==> config.mk <==
export PLATFORM = sky130hd
export DESIGN_NAME = conv_kxk_accum_flat
export DESIGN_NICKNAME = d
export VERILOG_FILES = /design/src/rtl/conv_pkg.sv /design/src/rtl/conv_kxk_accum_if.sv /design/src/rtl/conv_dot_kxk.sv /design/src/rtl/conv_kxk_accum.sv /design/src/flat_wrapper.sv
export SDC_FILE = /design/constraint.sdc
export NUM_CORES = 2
export LEC_CHECK = 0
export CAP_MARGIN = 20
export CORE_UTILIZATION = 60
export CTS_BUF_LIST = sky130_fd_sc_hd__clkbuf_2
export CTS_CLUSTER_DIAMETER = 120
export DETAILED_ROUTE_END_ITERATION = 12
export PLACE_DENSITY_LB_ADDON = 0.05
export SLEW_MARGIN = 15
export SYNTH_ARGS = -nofsm -noshare
export SYNTH_HDL_FRONTEND = slang
export SYNTH_SLANG_ARGS = --single-unit
==> constraint.sdc <==
create_clock -name clk -period 11.9 [get_ports clk]
set_input_delay 1.19 -clock clk [delete_from_list [all_inputs] [get_ports clk]]
set_output_delay 1.19 -clock clk [all_outputs]
set_load 0.03 [all_outputs]
==> src/rtl/conv_pkg.sv <==
// Shared helpers and default widths for the convolution blocks.
// Holds the accumulator-width and signed-saturate functions plus the FSM state type.
package conv_pkg;

  localparam int unsigned DEF_DATA_W = 8;
  localparam int unsigned DEF_WGT_W  = 8;
  localparam int unsigned DEF_OUT_W  = 10;

  typedef enum logic [0:0] {
    ACCUM = 1'b0,
    HOLD  = 1'b1
  } conv_state_t;

  // Wide enough that a full KxK x IN_CH sum of products plus bias can never overflow.
  function automatic int unsigned acc_width(input int unsigned k,
                                            input int unsigned in_ch,
                                            input int unsigned data_w,
                                            input int unsigned wgt_w);
    return data_w + wgt_w + int'($clog2(k * k * in_ch)) + 1;
  endfunction

  function automatic int unsigned ch_width(input int unsigned in_ch);
    return (in_ch > 1) ? int'($clog2(in_ch)) : 1;
  endfunction

  // Clamp a signed value to the range of a w-bit signed number.
  function automatic logic signed [63:0] sat_s(input logic signed [63:0] x,
                                               input int unsigned        w);
    logic signed [63:0] hi;
    logic signed [63:0] lo;
    hi = (64'sd1 <<< (w - 1)) - 64'sd1;
    lo = -(64'sd1 <<< (w - 1));
    if (x > hi) begin
      return hi;
    end
    if (x < lo) begin
      return lo;
    end
    return x;
  endfunction

endpackage

==> src/rtl/conv_kxk_accum_if.sv <==
// Patch/kernel input beat and saturated pixel output handshake for conv_kxk_accum.
interface conv_kxk_accum_if
  import conv_pkg::*;
#(
  parameter int unsigned K      = 3,
  parameter int unsigned IN_CH  = 4,
  parameter int unsigned DATA_W = DEF_DATA_W,
  parameter int unsigned WGT_W  = DEF_WGT_W,
  parameter int unsigned BIAS_W = 8,
  parameter int unsigned OUT_W  = DEF_OUT_W
);
  localparam int unsigned CH_W = ch_width(IN_CH);

  logic                       in_valid;
  logic                       in_ready;
  logic [K*K*DATA_W-1:0]      in_patch;
  logic [K*K*WGT_W-1:0]       in_kernel;
  logic signed [BIAS_W-1:0]   bias;
  logic                       out_valid;
  logic                       out_ready;
  logic signed [OUT_W-1:0]    out_pixel;
  logic [CH_W-1:0]            ch_idx;

  modport master (
    output in_valid, in_patch, in_kernel, bias, out_ready,
    input  in_ready, out_valid, out_pixel, ch_idx
  );

  modport slave (
    input  in_valid, in_patch, in_kernel, bias, out_ready,
    output in_ready, out_valid, out_pixel, ch_idx
  );

endinterface

==> src/rtl/conv_dot_kxk.sv <==
// Combinational KxK signed dot product: K*K multipliers feeding one reduction.
module conv_dot_kxk #(
  parameter int unsigned K      = 3,
  parameter int unsigned DATA_W = 8,
  parameter int unsigned WGT_W  = 8,
  parameter int unsigned DOT_W  = DATA_W + WGT_W + 5
) (
  input  logic [K*K*DATA_W-1:0]  patch,
  input  logic [K*K*WGT_W-1:0]   kernel,
  output logic signed [DOT_W-1:0] dot
);
  localparam int unsigned TAPS = K * K;

  logic signed [DOT_W-1:0] prod [TAPS];

  // Operands are sign-extended to DOT_W first so each product is exact.
  always_comb begin
    for (int i = 0; i < TAPS; i++) begin
      prod[i] = DOT_W'($signed(patch[i*DATA_W +: DATA_W])) *
                DOT_W'($signed(kernel[i*WGT_W +: WGT_W]));
    end
  end

  // Written as a chain; synthesis rebalances it into a tree.
  always_comb begin
    logic signed [DOT_W-1:0] sum;
    sum = '0;
    for (int i = 0; i < TAPS; i++) begin
      sum = sum + prod[i];
    end
    dot = sum;
  end

endmodule

==> src/rtl/conv_kxk_accum.sv <==
// One output pixel of a KxK, IN_CH-channel convolution: accumulate, add bias, saturate.
// Optional fused ReLU when CONV_KXK_RELU_EN is defined.
module conv_kxk_accum
  import conv_pkg::*;
#(
  parameter int unsigned K      = 3,
  parameter int unsigned IN_CH  = 4,
  parameter int unsigned DATA_W = DEF_DATA_W,
  parameter int unsigned WGT_W  = DEF_WGT_W,
  parameter int unsigned BIAS_W = 8,
  parameter int unsigned OUT_W  = DEF_OUT_W
) (
  input logic              clk,
  input logic              rst,
  conv_kxk_accum_if.slave  io
);
  localparam int unsigned ACC_W = acc_width(K, IN_CH, DATA_W, WGT_W);
  localparam int unsigned CH_W  = ch_width(IN_CH);

  conv_state_t             state;
  logic signed [ACC_W-1:0] acc;
  logic signed [ACC_W-1:0] dot;
  logic signed [BIAS_W-1:0] bias_c;
  logic signed [ACC_W-1:0] total_c;
  logic signed [OUT_W-1:0] sat_c;
  logic signed [OUT_W-1:0] res_c;
  logic                    last_beat_c;

  conv_dot_kxk #(
    .K      (K),
    .DATA_W (DATA_W),
    .WGT_W  (WGT_W),
    .DOT_W  (ACC_W)
  ) u_dot (
    .patch  (io.in_patch),
    .kernel (io.in_kernel),
    .dot    (dot)
  );

  assign bias_c      = io.bias;
  assign last_beat_c = (io.ch_idx == CH_W'(IN_CH - 1));
  assign total_c     = acc + dot + ACC_W'(bias_c);
  assign sat_c       = OUT_W'(sat_s(64'(total_c), OUT_W));

  // ReLU, when fused, is applied after saturation so the clamp sees the signed value.
`ifdef CONV_KXK_RELU_EN
  assign res_c = sat_c[OUT_W-1] ? '0 : sat_c;
`else
  assign res_c = sat_c;
`endif

  always_ff @(posedge clk or posedge rst) begin
    if (rst) begin
      state        <= ACCUM;
      acc          <= '0;
      io.ch_idx    <= '0;
      io.in_ready  <= 1'b1;
      io.out_valid <= 1'b0;
      io.out_pixel <= '0;
    end else begin
      case (state)
        ACCUM: begin
          if (io.in_valid && io.in_ready) begin
            if (last_beat_c) begin
              io.out_pixel <= res_c;
              io.out_valid <= 1'b1;
              io.in_ready  <= 1'b0;
              acc          <= '0;
              io.ch_idx    <= '0;
              state        <= HOLD;
            end else begin
              acc       <= acc + dot;
              io.ch_idx <= io.ch_idx + CH_W'(1);
            end
          end
        end
        HOLD: begin
          if (io.out_ready) begin
            io.out_valid <= 1'b0;
            io.in_ready  <= 1'b1;
            state        <= ACCUM;
          end
        end
        default: begin
          state <= ACCUM;
        end
      endcase
    end
  end

endmodule

==> src/flat_wrapper.sv <==
// flat-port wrapper written by rule: the top's interface ports become plain ports
module conv_kxk_accum_flat import conv_pkg::*;
#(
  parameter int unsigned K      = 3,
  parameter int unsigned IN_CH  = 4,
  parameter int unsigned DATA_W = DEF_DATA_W,
  parameter int unsigned WGT_W  = DEF_WGT_W,
  parameter int unsigned BIAS_W = 8,
  parameter int unsigned OUT_W  = DEF_OUT_W
)
  (clk, rst, io_in_valid, io_in_patch, io_in_kernel, io_bias, io_out_ready, io_in_ready, io_out_valid, io_out_pixel, io_ch_idx);
  conv_kxk_accum_if #(.K(K), .IN_CH(IN_CH), .DATA_W(DATA_W), .WGT_W(WGT_W), .BIAS_W(BIAS_W), .OUT_W(OUT_W)) io_i ();
  input logic clk;
  input logic rst;
  input wire logic [$bits(io_i.in_valid)-1:0] io_in_valid;
  input wire logic [$bits(io_i.in_patch)-1:0] io_in_patch;
  input wire logic [$bits(io_i.in_kernel)-1:0] io_in_kernel;
  input wire logic [$bits(io_i.bias)-1:0] io_bias;
  input wire logic [$bits(io_i.out_ready)-1:0] io_out_ready;
  output wire logic [$bits(io_i.in_ready)-1:0] io_in_ready;
  output wire logic [$bits(io_i.out_valid)-1:0] io_out_valid;
  output wire logic [$bits(io_i.out_pixel)-1:0] io_out_pixel;
  output wire logic [$bits(io_i.ch_idx)-1:0] io_ch_idx;
  assign io_i.in_valid = io_in_valid;
  assign io_i.in_patch = io_in_patch;
  assign io_i.in_kernel = io_in_kernel;
  assign io_i.bias = io_bias;
  assign io_i.out_ready = io_out_ready;
  assign io_in_ready = io_i.in_ready;
  assign io_out_valid = io_i.out_valid;
  assign io_out_pixel = io_i.out_pixel;
  assign io_ch_idx = io_i.ch_idx;
  conv_kxk_accum #(.K(K), .IN_CH(IN_CH), .DATA_W(DATA_W), .WGT_W(WGT_W), .BIAS_W(BIAS_W), .OUT_W(OUT_W)) u_core (.clk(clk), .rst(rst), .io(io_i));
endmodule
* Word-level counts from Yosys, hierarchy flattened *
Cells that the tools add are included.
W data, S select, Z words.

operators by class
  add/subtract/negate cells = 11
  multipliers = 9
  magnitude comparators = 2
  eq/ne operators = 4
  muxes and demuxes = 21
  bitwise operators = 1
  reduce and logical (&&, ||, !) cells = 4

operator list
  cell                    number
  $mul A8 B8 Y16          9
  $mux W10                4
  $add A22 B16 Y23        1
  $add A23 B16 Y23        1
  $add A23 B23 Y23        1
  $add A23 B8 Y23         1
  $gt A23 B10 Y1 const B  1
  $lt A23 B10 Y1 const B  1
  $mux W23                1
  $add A21 B16 Y22        1
  $add A20 B16 Y21        1
  $add A19 B16 Y20        1
  $add A18 B16 Y19        1
  $add A17 B16 Y18        1
  $add A16 B16 Y17        1
  $mux W1                 12
  $pmux W1 S2             3
  $reduce_and A3 Y1       2
  $ne A2 B1 Y1 const B    2
  $add A2 B1 Y2 const B   1
  $eq A2 B2 Y1 const B    1
  $mux W2                 1
  $ne A2 B2 Y1 const B    1
  $reduce_and A2 Y1       1
  2 further kinds         2

word-level totals
  bits in registers = 38
  output and inout bits = 14
  logic and storage cells = 58

* Logic depth before layout (Yosys ltp) *
  depth in word-level cells = 16
  gate-level depth with buffers = 42
  depth with buffers taken out = 41

* By module *
A second synthesis with hierarchy kept.

second synthesis, totals
  cells, all modules = 3172
  area total of the unflattened synthesis = 30777.0 um^2

by module, submodules not included
  module          times used  cells each  area an instance (um^2)  sequential area each (um^2)
  conv_dot_kxk    1           2731        26989.6                  0.0
  conv_kxk_accum  1           441         3787.4                   952.2

* Least setup slack after synthesis *
Ideal clock, no wire load.

  path kind = input port to flip-flop
  from = in io_in_kernel[59]
  to = reg u_core.io.out_pixel[0]
  library setup time = 0.077 ns
  arrival = 10.477 ns
  required time = 11.823 ns
  path slack = 1.346 ns
  cell stages on the path = 37
  cell sequence = clkbuf_1 nand2_1 inv_1 fa_1 inv_1 fa_1 inv_1 fa_1 fa_1 inv_1 fa_1 inv_1 fa_1 fa_1 fa_1 fa_1 inv_1 fa_1 inv_1 ha_1 a21o_1 a21oi_1 o21ai_0 a21oi_1 nor2b_1 xnor2_1 ha_1 a211oi_1 nand3b_1 a211oi_2 o311ai_1 a21oi_1 xnor2_1 xnor3_1 a41oi_2 o21ai_1 o21ai_1

on the way
  cells in the longest elaborated chain, start to end = 10
  elaborated cells between the ends (all ways) = 13
  classes of those cells = add/sub: 4; mul: 1; order compare: 2; mux: 6

ends and longest elaborated chain
  what                    line                     text
  start: declaration      flat_wrapper.sv:17       input wire logic [$bits(io_i.in_kernel)-1:0] io_in_kernel;
  $mul A8 B8 Y16 (*)      conv_dot_kxk.sv:19       prod[i] = DOT_W'($signed(patch[i*DATA_W +: DATA_W])) *
  $add A22 B16 Y23 (*)    conv_dot_kxk.sv:29       sum = sum + prod[i];
  $add A23 B16 Y23 (*)    conv_dot_kxk.sv:29
  $add A23 B23 Y23 (*)    conv_kxk_accum.sv:42     assign total_c = acc + dot + ACC_W'(bias_c);
  $add A23 B8 Y23 (*)     conv_kxk_accum.sv:42
  $lt A23 B10 Y1          conv_pkg.sv:36           if (x < lo) begin
  $mux W1 (2 in a row)    conv_pkg.sv:36
  $mux W10                conv_pkg.sv:39           return x;
  $mux W10 (*)            conv_pkg.sv:36
  end signal: assignment  conv_kxk_accum.sv:65     io.out_pixel <= res_c;
  end: declaration        conv_kxk_accum_if.sv:31  output in_ready, out_valid, out_pixel, ch_idx

Mark *: on every way between the ends. The rest lies on a longest branch, timed or not. The select of a mux whose other input is x is not followed.
A chain may end at the register's enable or synchronous reset.

* Worst setup path after layout *
  from = in io_in_kernel[55]
  to = reg u_core.io.out_pixel[3]

on the way
  cells in the longest elaborated chain, start to end = 11
  elaborated cells between the ends (all ways) = 14
  classes of those cells = add/sub: 5; mul: 1; order compare: 2; mux: 6

ends and longest elaborated chain
  what                  line
  $mul A8 B8 Y16 (*)    conv_dot_kxk.sv:19
  $add A21 B16 Y22 (*)  conv_dot_kxk.sv:29
  $add A22 B16 Y23 (*)  conv_dot_kxk.sv:29
  $add A23 B16 Y23 (*)  conv_dot_kxk.sv:29
  $add A23 B23 Y23 (*)  conv_kxk_accum.sv:42
  $add A23 B8 Y23 (*)   conv_kxk_accum.sv:42
  $lt A23 B10 Y1        conv_pkg.sv:36
  $mux W1 (2 in a row)  conv_pkg.sv:36
  $mux W10              conv_pkg.sv:39
  $mux W10 (*)          conv_pkg.sv:36

Marks and branches as above.

==> impl_results.md <==
- IO Count: 170
- CP max-delay cell: clkdlybuf4s50_1
- Layout cells sized above 1: 2.18%
- Most frequent cell after synthesis: inv_1
- Mapped Cells: 2927
- Peak Freq: 87.0 MHz
- CTS sink cnt: 38
- Crit start category: primary input
- Multi-input logic area: 24700 µm²
- Critical Path RT: 12.25 ns
- Hold EP: u_core.io.out_pixel[6]$_DFFE_PP0P_
- Post-Syn Area: 29200 µm²
- Die width: ~220 µm
- Die H: 223 µm
- Setup TNS: 0 ns
- Most used flip-flop cell after synthesis: dfrtp_1
- Drt drc: 0
- Routed vias/inst: 5.24
- Worst path max stage delay: between 0.8 and 0.9 ns
- Core footprint: approximately 48000 µm²
- Detailed placer's ending HPWL: 69900 µm
- H-tree levels: 2
- Worst-margin pin slew: 0.762 ns
- RSZ-0062 raised after global routing: false
- Syn nets: 4140
- Register area: 952 µm²
- DR iter-0 viols: about 1000
- Hold WC Path Type: register to register
- Die footprint: 49600 µm²
- Hold Buf Count CTS: 0
- Crit path top cell by count: fa_1
- CP Max Fanout: 9
- Root Driver: clkbuf_2
- Fillcell total: just under 4000
- Async SR Flop Fraction: 100%
- Via count: 19600
- Critical path class: primary input to register
- Clock transition at path regs: roughly 0.18 ns
- Yosys cell types: 64
- Setup ws final: 0.405 ns
- Hold path startpoint: u_core.io.out_pixel[6]$_DFFE_PP0P_
- Fin Clk Skew: around 0.03 ns
- Final setup vio count: 0
- RR Endpoint: u_core.io.out_pixel[3]$_DFFE_PP0P_
- Total CTS buffers: 5
- Number of enable flip-flop cells after synthesis: 0
- Worst endpoint data arrival time: 11.84 ns
- FF+latch count, synth: 38
- CTS tree: built
- # rows: 80
- Clock latency on the worst-skew pair: ~0.43 ns
- Synth area leader: fa_1
- Grt total ovfl: 0
- Yosys top cell area share: around 58%
- Top cells by count, synth: inv_1 (930), fa_1 (839), and2_1 (301)
- Pre-CTS setup slack: between 0.05 and 0.06 ns
- Synthesis Warnings: 0
- Worst r2r src: u_core.acc[8]$_DFFE_PP0P_
- Largest net degree at the start of global routing: 39
- Worst R2R Setup Slack: 2.58 ns
- Maxcap violations: 0
- Worst Setup End Kind: register
- Initial antenna violation count: 1
- Max-slew headroom: 49.0%
- Routed length per instance: about 20 µm
- Worst-case reg-to-reg path depth: 36
- Nets: 4336
- Hold Path Cell Cnt: 2
- Final period util: approximately 97%
- Total track usage: between 30% and 40%
- Fin. max-slew vios: 0
- Worst hold slack: approximately 0.53 ns
- Status: complete, no violations
- Sequential share of the synthesized area: between 3 and 4%
- Gpl congestion: between 0.9 and 1
- Area contributors post-synth: fa_1 (58%), inv_1 (12%), ha_1 (9.3%), and2_1 (6.4%), dfrtp_1 (3.2%)
- Fin crit period: 11.49 ns
- Number of global-route vias before repair: 22700
- Avg Cell Area, Syn: 9.98 µm²
- First-pass GRT wire length: 124000 µm
- Antenna viol nets, final: 0
- Area Overhead vs Synth: 9.24%
- Total wire length: roughly 75000 µm
- DRT Pass-1 Iters: 5
- Maximum buffer depth of the clock tree: 2
- Final hold vios: 0
- Number of I/O port buffers: 169
- Initial core utilization: 61.0%
layer usage:
metal,vias to the layer above,track usage [%],share of wire [%]
li1,8713,-,-
met4,0,7.59,2.6
met2,609,54.0,48
met3,78,5.86,7.5
met1,10200,47.2,42
met5,-,0,0
through the flow:
| stage | cell area [µm²] | util (%) | std cells |
|---|---|---|---|
| floorplan | 29200 | - | 2927 |
| global placement | 31800 | 66.5 | 3730 |
| detailed placement | 31800 | 66.5 | 3730 |
| CTS | 31900 | 66.6 | 3738 |
| global route | 31900 | 66.7 | 3740 |
| finish | 31900 | 66.7 | 3740 |
cell families after synthesis:
logic type               Yosys count  synth area share, %
AND/OR/NAND/NOR                  682                 12.3
multiplexers                       4                0.150
AO/OA/AOI/OAI                    148                 3.62
buffers and inverters            945                 12.2
XOR/XNOR                          53                 1.64
adder cells (fa/ha/maj)         1057                 66.9
flip-flops                        38                 3.26
flip-flops by register name, summed over array words and instances (netlist names):
register and count:
u_core.io.out_valid 1, u_core.acc 23, u_core.io.in_ready 1, u_core.io.out_pixel 10, u_core.io.ch_idx 2, u_core.state 1
critical path, delay by kind of cell:
family                     cells  cell delay (ns)
xor gates and xnor gates       1             0.19
adders and majority gates     12             5.76
AOI/OAI and AO/OA             10             2.01
and+or+nand+nor                7             1.01
muxes                          1             0.32
buffers and inverters          7             1.33
worst max-delay path by stage:
stage / from / to / slack, ns
2_1_floorplan: io_in_kernel[59] / u_core.io.out_pixel[0]$_DFFE_PP0P_ / 1.35
3_3_place_gp: io_in_patch[61] / u_core.io.out_pixel[0]$_DFFE_PP0P_ / 0.20
3_5_place_dp: io_in_patch[55] / u_core.io.out_pixel[3]$_DFFE_PP0P_ / 0.05
4_1_cts: io_in_patch[63] / u_core.io.out_pixel[3]$_DFFE_PP0P_ / 0.44
5_1_grt: io_in_patch[60] / u_core.io.out_pixel[3]$_DFFE_PP0P_ / 0.04
6_report: io_in_kernel[55] / u_core.io.out_pixel[3]$_DFFE_PP0P_ / 0.41
cell usage in the layout (no fill, tap or decap), types with 4 or more instances in the layout:
cell             instances
nor3_1                   8
o21a_1                   6
nor2_1                  27
o21ai_0                 21
a211oi_2                 5
fa_1                   839
dfrtp_1                 37
xnor2_1                 43
clkdlybuf4s50_1        169
a21oi_1                 40
and3_1                   4
clkbuf_2                 6
o21bai_1                 5
a21o_1                  10
inv_1                  929
and2_1                 301
o21ai_1                 13
xor2_1                   9
a211oi_1                 4
a22o_1                  16
ha_1                   218
nand2b_1                31
nor2b_1                 43
nand2_1                245
nand3_1                 10
nand3b_1                 4
buf_4                   34
cell type report:
| cell class | count | share of cell area [%] |
|---|---|---|
| antenna | 1 | 0.00784 |
| clock buffer | 6 | 0.0941 |
| clock inverter | 2 | 0.0275 |
| inverter | 931 | 11.0 |
| multi-input combinational | 1944 | 77.4 |
| sequential | 38 | 2.98 |
| tap | 615 | 2.41 |
| timing repair buffer | 203 | 6.10 |
what timing repair did:
action | 4_1_cts | 5_1_grt
setup endpoints to repair | 0 | 9
gates resized for setup | 0 | 3
buffers inserted | 0 | 1
Power is left out: the tool's default activity adds up to more than one toggle a clock period on the data nets, which glitch-free logic cannot reach.
